[src/rtl/coregpio_apb_pkg.sv]
// Shared definitions for the CoreGPIO APB3 initiator.
// Latency: n/a (types, constants and helper functions only).
// Backpressure: n/a.
//
// Contents: initiator FSM state enum, CoreGPIO register offsets, and the
// timeout counter width helper. The optional timeout is enabled with the
// macro COREGPIO_APB_INIT_TIMEOUT_EN.
package coregpio_apb_pkg;

  typedef enum logic [1:0] {
    ST_IDLE   = 2'd0,
    ST_SETUP  = 2'd1,
    ST_ACCESS = 2'd2,
    ST_RESP   = 2'd3
  } apb_state_t;

  // CoreGPIO register map (byte offsets on PADDR)
  localparam logic [7:0] GPIO_CONFIG_BASE   = 8'h00;
  localparam logic [7:0] GPIO_CONFIG_STRIDE = 8'h04;
  localparam logic [7:0] GPIO_IRQ           = 8'h80;
  localparam logic [7:0] GPIO_IN            = 8'h90;
  localparam logic [7:0] GPIO_OUT           = 8'hA0;

  // Address of the CONFIG register for GPIO bit 'idx'
  function automatic logic [7:0] gpio_config_addr(input int unsigned idx);
    return GPIO_CONFIG_BASE + 8'(idx * 4);
  endfunction

  // Counter width for a timeout of 'cycles'; never narrower than one bit
  function automatic int unsigned tmo_ctr_width(input int unsigned cycles);
    return (cycles < 2) ? 1 : $clog2(cycles);
  endfunction

endpackage

[src/rtl/coregpio_apb_timeout_ctr.sv]
// ACCESS-phase stall counter that flags when a transfer has waited too long.
// Latency: expire is combinational from enable and the registered count.
// Backpressure: none; counts only while enable (ACCESS with PREADY low) is high.
//
// Ports: SYSCLK_apb/PRESETN clock and async active-low reset; clear zeroes the
// count; enable advances it; expire is high on the stall cycle where the count
// has reached TIMEOUT_CYCLES-1. Present only when COREGPIO_APB_INIT_TIMEOUT_EN
// is defined.
`ifdef COREGPIO_APB_INIT_TIMEOUT_EN
module coregpio_apb_timeout_ctr
  import coregpio_apb_pkg::*;
#(
  parameter int unsigned TIMEOUT_CYCLES = 16
) (
  input  logic SYSCLK_apb,
  input  logic PRESETN,
  input  logic clear,
  input  logic enable,
  output logic expire
);

  localparam int unsigned CW = tmo_ctr_width(TIMEOUT_CYCLES);
  localparam logic [CW-1:0] LAST = CW'(TIMEOUT_CYCLES - 1);

  logic [CW-1:0] r_count;

  assign expire = enable && (r_count == LAST);

  // Hold at LAST on expiry so the count can never wrap
  always_ff @(posedge SYSCLK_apb or negedge PRESETN) begin
    if (!PRESETN) begin
      r_count <= '0;
    end else if (clear) begin
      r_count <= '0;
    end else if (enable && !expire) begin
      r_count <= r_count + 1'b1;
    end
  end

endmodule
`endif

[src/rtl/coregpio_apb_initiator.sv]
// APB3 initiator: one command in, one single APB transfer out, one response back.
// Latency: accept cycle k -> PSEL k+1, PENABLE k+2, RSP_VALID k+3 plus one per wait state.
// Backpressure: CMD_READY only in IDLE; response held in RESP until RSP_READY.
//
// Ports: SYSCLK_apb/PRESETN clock and async active-low reset; CMD_* command
// handshake; RSP_* response handshake; PSEL/PENABLE/PWRITE/PADDR/PWDATA and
// PRDATA/PREADY/PSLVERR form the APB3 initiator side. Optional stall timeout
// is enabled by defining COREGPIO_APB_INIT_TIMEOUT_EN.
module coregpio_apb_initiator
  import coregpio_apb_pkg::*;
#(
  parameter int unsigned ADDR_WIDTH     = 8,
  parameter int unsigned DATA_WIDTH     = 32,
  parameter int unsigned TIMEOUT_CYCLES = 16
) (
  input  logic                  SYSCLK_apb,
  input  logic                  PRESETN,
  input  logic                  CMD_VALID,
  output logic                  CMD_READY,
  input  logic                  CMD_WRITE,
  input  logic [ADDR_WIDTH-1:0] CMD_ADDR,
  input  logic [DATA_WIDTH-1:0] CMD_WDATA,
  output logic                  RSP_VALID,
  input  logic                  RSP_READY,
  output logic [DATA_WIDTH-1:0] RSP_RDATA,
  output logic                  RSP_ERR,
  output logic                  RSP_TIMEOUT,
  output logic                  PSEL,
  output logic                  PENABLE,
  output logic                  PWRITE,
  output logic [ADDR_WIDTH-1:0] PADDR,
  output logic [DATA_WIDTH-1:0] PWDATA,
  input  logic [DATA_WIDTH-1:0] PRDATA,
  input  logic                  PREADY,
  input  logic                  PSLVERR
);

  if (!(DATA_WIDTH == 8 || DATA_WIDTH == 16 || DATA_WIDTH == 32) ||
      TIMEOUT_CYCLES < 2 || TIMEOUT_CYCLES > 65535) begin : g_param_check
    $error("coregpio_apb_initiator: illegal DATA_WIDTH or TIMEOUT_CYCLES");
  end

  apb_state_t            r_state;
  logic                  r_psel;
  logic                  r_penable;
  logic                  r_pwrite;
  logic [ADDR_WIDTH-1:0] r_paddr;
  logic [DATA_WIDTH-1:0] r_pwdata;
  logic                  r_rsp_valid;
  logic [DATA_WIDTH-1:0] r_rsp_rdata;
  logic                  r_rsp_err;

  // Decoded from state only, so no input reaches an output combinationally
  assign CMD_READY = (r_state == ST_IDLE);

  assign PSEL      = r_psel;
  assign PENABLE   = r_penable;
  assign PWRITE    = r_pwrite;
  assign PADDR     = r_paddr;
  assign PWDATA    = r_pwdata;
  assign RSP_VALID = r_rsp_valid;
  assign RSP_RDATA = r_rsp_rdata;
  assign RSP_ERR   = r_rsp_err;

`ifdef COREGPIO_APB_INIT_TIMEOUT_EN
  logic w_expire;
  logic r_rsp_tmo;

  assign RSP_TIMEOUT = r_rsp_tmo;

  // SETUP is the only way into ACCESS, so clearing there restarts every transfer
  coregpio_apb_timeout_ctr #(
    .TIMEOUT_CYCLES(TIMEOUT_CYCLES)
  ) u_timeout_ctr (
    .SYSCLK_apb(SYSCLK_apb),
    .PRESETN   (PRESETN),
    .clear     (r_state == ST_SETUP),
    .enable    ((r_state == ST_ACCESS) && !PREADY),
    .expire    (w_expire)
  );
`else
  assign RSP_TIMEOUT = 1'b0;
`endif

  always_ff @(posedge SYSCLK_apb or negedge PRESETN) begin
    if (!PRESETN) begin
      r_state     <= ST_IDLE;
      r_psel      <= 1'b0;
      r_penable   <= 1'b0;
      r_pwrite    <= 1'b0;
      r_paddr     <= '0;
      r_pwdata    <= '0;
      r_rsp_valid <= 1'b0;
      r_rsp_rdata <= '0;
      r_rsp_err   <= 1'b0;
`ifdef COREGPIO_APB_INIT_TIMEOUT_EN
      r_rsp_tmo   <= 1'b0;
`endif
    end else begin
      case (r_state)
        ST_IDLE: begin
          if (CMD_VALID) begin
            r_pwrite <= CMD_WRITE;
            r_paddr  <= CMD_ADDR;
            r_pwdata <= CMD_WDATA;
            r_psel   <= 1'b1;
            r_state  <= ST_SETUP;
          end
        end
        ST_SETUP: begin
          r_penable <= 1'b1;
          r_state   <= ST_ACCESS;
        end
        ST_ACCESS: begin
          // A slave completing on the expiry cycle takes priority over the abort
          if (PREADY) begin
            r_rsp_rdata <= r_pwrite ? '0 : PRDATA;
            r_rsp_err   <= PSLVERR;
`ifdef COREGPIO_APB_INIT_TIMEOUT_EN
            r_rsp_tmo   <= 1'b0;
`endif
            r_psel      <= 1'b0;
            r_penable   <= 1'b0;
            r_rsp_valid <= 1'b1;
            r_state     <= ST_RESP;
          end
`ifdef COREGPIO_APB_INIT_TIMEOUT_EN
          else if (w_expire) begin
            r_rsp_rdata <= '0;
            r_rsp_err   <= 1'b1;
            r_rsp_tmo   <= 1'b1;
            r_psel      <= 1'b0;
            r_penable   <= 1'b0;
            r_rsp_valid <= 1'b1;
            r_state     <= ST_RESP;
          end
`endif
        end
        ST_RESP: begin
          if (RSP_READY) begin
            r_rsp_valid <= 1'b0;
            r_state     <= ST_IDLE;
          end
        end
        default: r_state <= ST_IDLE;
      endcase
    end
  end

endmodule

[config.mk]
export PLATFORM = sky130hd
export DESIGN_NAME = coregpio_apb_initiator
export DESIGN_NICKNAME = d
export VERILOG_FILES = /design/src/rtl/coregpio_apb_pkg.sv /design/src/rtl/coregpio_apb_timeout_ctr.sv /design/src/rtl/coregpio_apb_initiator.sv
export SDC_FILE = /design/constraint.sdc
export NUM_CORES = 1
export LEC_CHECK = 0
export ABC_AREA = 1
export BUFFER_PORTS_ARGS = -buffer_cell sky130_fd_sc_hd__clkbuf_2
export CAP_MARGIN = 0
export CORE_ASPECT_RATIO = 1.25
export CORE_MARGIN = 2
export CORE_UTILIZATION = 50
export DETAILED_ROUTE_END_ITERATION = 8
export PLACE_DENSITY = 0.92
export SKIP_LAST_GASP = 1
export SYNTH_ARGS = -nofsm -noshare
export SYNTH_HDL_FRONTEND = slang
export SYNTH_SLANG_ARGS = --single-unit
export TNS_END_PERCENT = 30
[constraint.sdc]
create_clock -name SYSCLK_apb -period 2.1 [get_ports SYSCLK_apb]
set_clock_uncertainty 0.1 [all_clocks]
set_input_delay 0.21 -clock SYSCLK_apb [delete_from_list [all_inputs] [get_ports SYSCLK_apb]]
set_output_delay 0.21 -clock SYSCLK_apb [all_outputs]
set_load 0.05 [all_outputs]
==> results.sh <==
export IMPL_grt_pass1_wl_um=14700
export IMPL_layout_min_cycle_time_ns=1.92
export IMPL_synth_common_cells="nand2_1 (163), dfrtp_1 (79), nand3_1 (44), o21ai_2 (17), o21ai_0 (15)"
export IMPL_nNetsFinal=662
export IMPL_clkSinkCount=79
export IMPL_ys_warn_count=0
export IMPL_place_congestion=0.784
export IMPL_clock_latency_ns=0.33
export IMPL_ys_top_cells_by_area="dfrtp_1 (58%), nand2_1 (18%), nand3_1 (6.5%), o21ai_2 (4.4%), ha_1 (2.2%)"
export IMPL_cts_root_buf="clkbuf_8"
export IMPL_finalSetupViolCount=0
export IMPL_vdd_ir_drop_max_v=0.00111
export IMPL_worst_setup_path_type="flop to output pin"
export IMPL_critical_path_peak_fanout=43
export IMPL_grt_max_degree=49
export IMPL_antennaDiodeCount=0
export IMPL_crit_slowest_cell="dfrtp_1"
export IMPL_wl_um=9080
export IMPL_core_area_sq_um=6570
export IMPL_ff2ff_path_depth=5
export IMPL_synth_cell_types=18
export IMPL_rrSetupSlack_ns=0.32
export IMPL_die_h_um=96
export IMPL_drtAntennaViolNets=0
export IMPL_start_util_pct=51.6
export IMPL_cp_start_kind="flop"
export IMPL_ys_ff_latch=79
export IMPL_synth_area_sq_um=3390
export IMPL_cts_tree="built"
export IMPL_slew_violations=0
export IMPL_synth_top_area_share_pct=58.4
export IMPL_path_clk_slew_ns=0.08
export IMPL_outcome="completed"
export IMPL_worstReg2RegStart="r_state[0]$_DFFE_PN0P_"
export IMPL_finalPower_mw=8.88
export IMPL_rsz0062_at_grt="no"
export IMPL_syn_area_per_cell_sq_um=9.13
export IMPL_nFillCells=445
export IMPL_fmax_ghz=0.520
export IMPL_min_path_type="input port to flop"
export IMPL_worst_setup_path_end_kind="output pin"
export IMPL_dp_hpwl_um=5810
export IMPL_leakage_nw=2.76
export IMPL_place_port_buffers=156
export IMPL_synth_top_area_cell="dfrtp_1"
export IMPL_io_pins=158
export IMPL_synth_edf_count=0
export IMPL_finalWorstSetupSlack_ns=0.177
export IMPL_cts_made_buffers=9
export IMPL_grt_pass1_vias=3158
export IMPL_hold_viol_final=0
export IMPL_rr_endpoint="PADDR[1]$_DFFE_PN0P_"
export IMPL_htreeDepth=3
export IMPL_fin_setup_tns_ns=0
export IMPL_grt_usage_pct=25.4
export IMPL_relSlewSlack_pct=50.4
export IMPL_antenna_found_initial=0
export IMPL_slowest_delay_ns=0.42
export IMPL_clockBufferDepth=2
export IMPL_fin_crit_sh_pct=91.6
export IMPL_crit_chain="inv_1, ha_1, buf_6, buf_12"
export IMPL_tightestPinTransition_ns=0.742
export IMPL_vias=3261
export IMPL_worstHoldPathCells=3
export IMPL_syn_nets=456
export IMPL_powerDensity_nw_per_um2=1780
export IMPL_overflow=0
export IMPL_wl_per_cell_um=13.6
export IMPL_drv_cap=0
export IMPL_yosysMostFrequentCell="nand2_1"
export IMPL_preCtsSetupSlack_ns=0.336
export IMPL_drc=0
export IMPL_area_delta_synth_final_pct=47.4
export IMPL_hp_start="PRDATA[2]"
export IMPL_crit_required_ns=1.79
export IMPL_ys_seq_area_share_pct=58.4
export IMPL_via_per_inst=4.87
export IMPL_worstPathArrival_ns=1.61
export IMPL_first_iter_violations=180
export IMPL_layout_drive_gt1_share_pct=34.0
export IMPL_postCtsSetupRepairBufs=0
export IMPL_syn_instance_count=371
export IMPL_holdPathEnd="RSP_RDATA[2]$_DFFE_PN0P_"
export IMPL_drt_first_pass_iters=4
export IMPL_dieArea_sq_um=7450
export IMPL_die_x_um=77.6
export IMPL_synth_ff_type="dfrtp_1"
export IMPL_num_rows=33
export IMPL_async_reset_ff_share_pct=100
[metal layers]
metal / part of all wire, % / up-vias / track usage, %
met5: 0 / - / 0
met1: 40 / 1517 / 31.9
met2: 51 / 136 / 43.5
met3: 6.9 / 17 / 5.72
li1: - / 1591 / -
met4: 2.0 / 0 / 9.23
[flip-flops by register name (all words and copies together) (netlist names)]
signal,cells
PWDATA,32
RSP_RDATA,32
PADDR,8
r_state,2
PENABLE,1
PSEL,1
PWRITE,1
RSP_ERR,1
RSP_VALID,1
[power by group]
part	switching [mW]	internal, mW	leakage (nW)
clock	0.541	0.671	0.110
combinational	3.86	1.17	1.64
sequential	0.415	2.22	1.01
[cells in the final DEF (no fill, tap or decap), types with 2 or more instances in the layout]
master,Yosys,routed
nand2_2,2,2
buf_4,5,5
clkinv_2,0,2
bufinv_16,0,2
nand2_1,163,163
dlygate4sd3_1,0,57
clkbuf_2,0,154
inv_1,11,11
o21ai_2,17,17
buf_12,0,3
nand4_1,4,4
clkbuf_8,0,9
nand3_1,44,44
o21ai_0,15,15
ha_1,6,6
dfrtp_1,79,79
[layout make-up]
type | count | area (sq um) | share of cell area [%]
well taps | 87 | 109 | 2.18
repair buffers | 220 | 1450 | 29.1
multi-input cells | 256 | 1190 | 23.9
clock inverters | 7 | 95.1 | 1.91
flip-flops and latches | 79 | 1980 | 39.6
clock buffers | 9 | 124 | 2.48
inverters | 11 | 41.3 | 0.827
[what timing repair did]
item,4_1_cts,5_1_grt
hold endpoints to repair,87,0
endpoints found under the setup margin,0,1
hold buffers,57,0
resized for setup,0,1
[critical path: cells and delay by family (launching register included)]
kind,cells,cell delay [ns]
DFF,1,0.42
buffers and inverters,3,0.63
adders and majority gates,1,0.22
[stage by stage]
| stage | cells | hold slack [ns] | cell area [sq um] | utilization, % |
|---|---|---|---|---|
| final | 669 | 0.0138 | 4990 | 76.0 |
| after global routing | 669 | 0.0121 | 4990 | 76.0 |
| after global placement | 596 | 0.0630 | 4200 | 63.9 |
| after detailed placement | 596 | 0.0741 | 4200 | 63.9 |
| after floorplan | 371 | -0.186 | 3390 | - |
| after CTS | 669 | 0.00117 | 4990 | 75.9 |
[how the worst max path moves through the flow]
stage | start | endpoint | cells past startpoint
2_1_floorplan | r_state[0]$_DFFE_PN0P_ | PADDR[0]$_DFFE_PN0P_ | 7
3_3_place_gp | r_state[0]$_DFFE_PN0P_ | r_state[0]$_DFFE_PN0P_ | 7
3_5_place_dp | r_state[0]$_DFFE_PN0P_ | r_state[1]$_DFFE_PN0P_ | 7
4_1_cts | r_state[0]$_DFFE_PN0P_ | CMD_READY | 4
5_1_grt | r_state[0]$_DFFE_PN0P_ | CMD_READY | 4
6_report | r_state[0]$_DFFE_PN0P_ | CMD_READY | 4
[cell families (layout without fill, tap and decap cells)]
| family | count (synthesis) | in the layout | synth area share, % |
|---|---|---|---|
| AND/OR/NAND/NOR | 214 | 214 | 25.8 |
| flip-flops | 79 | 79 | 58.4 |
| buffers and inverters | 36 | 247 | 6.36 |
| AO/OA/AOI/OAI | 35 | 35 | 7.13 |
| adder cells (fa/ha/maj) | 6 | 6 | 2.22 |
| other | 1 | 1 | 0.111 |
Power figures use the tool's default switching activity.
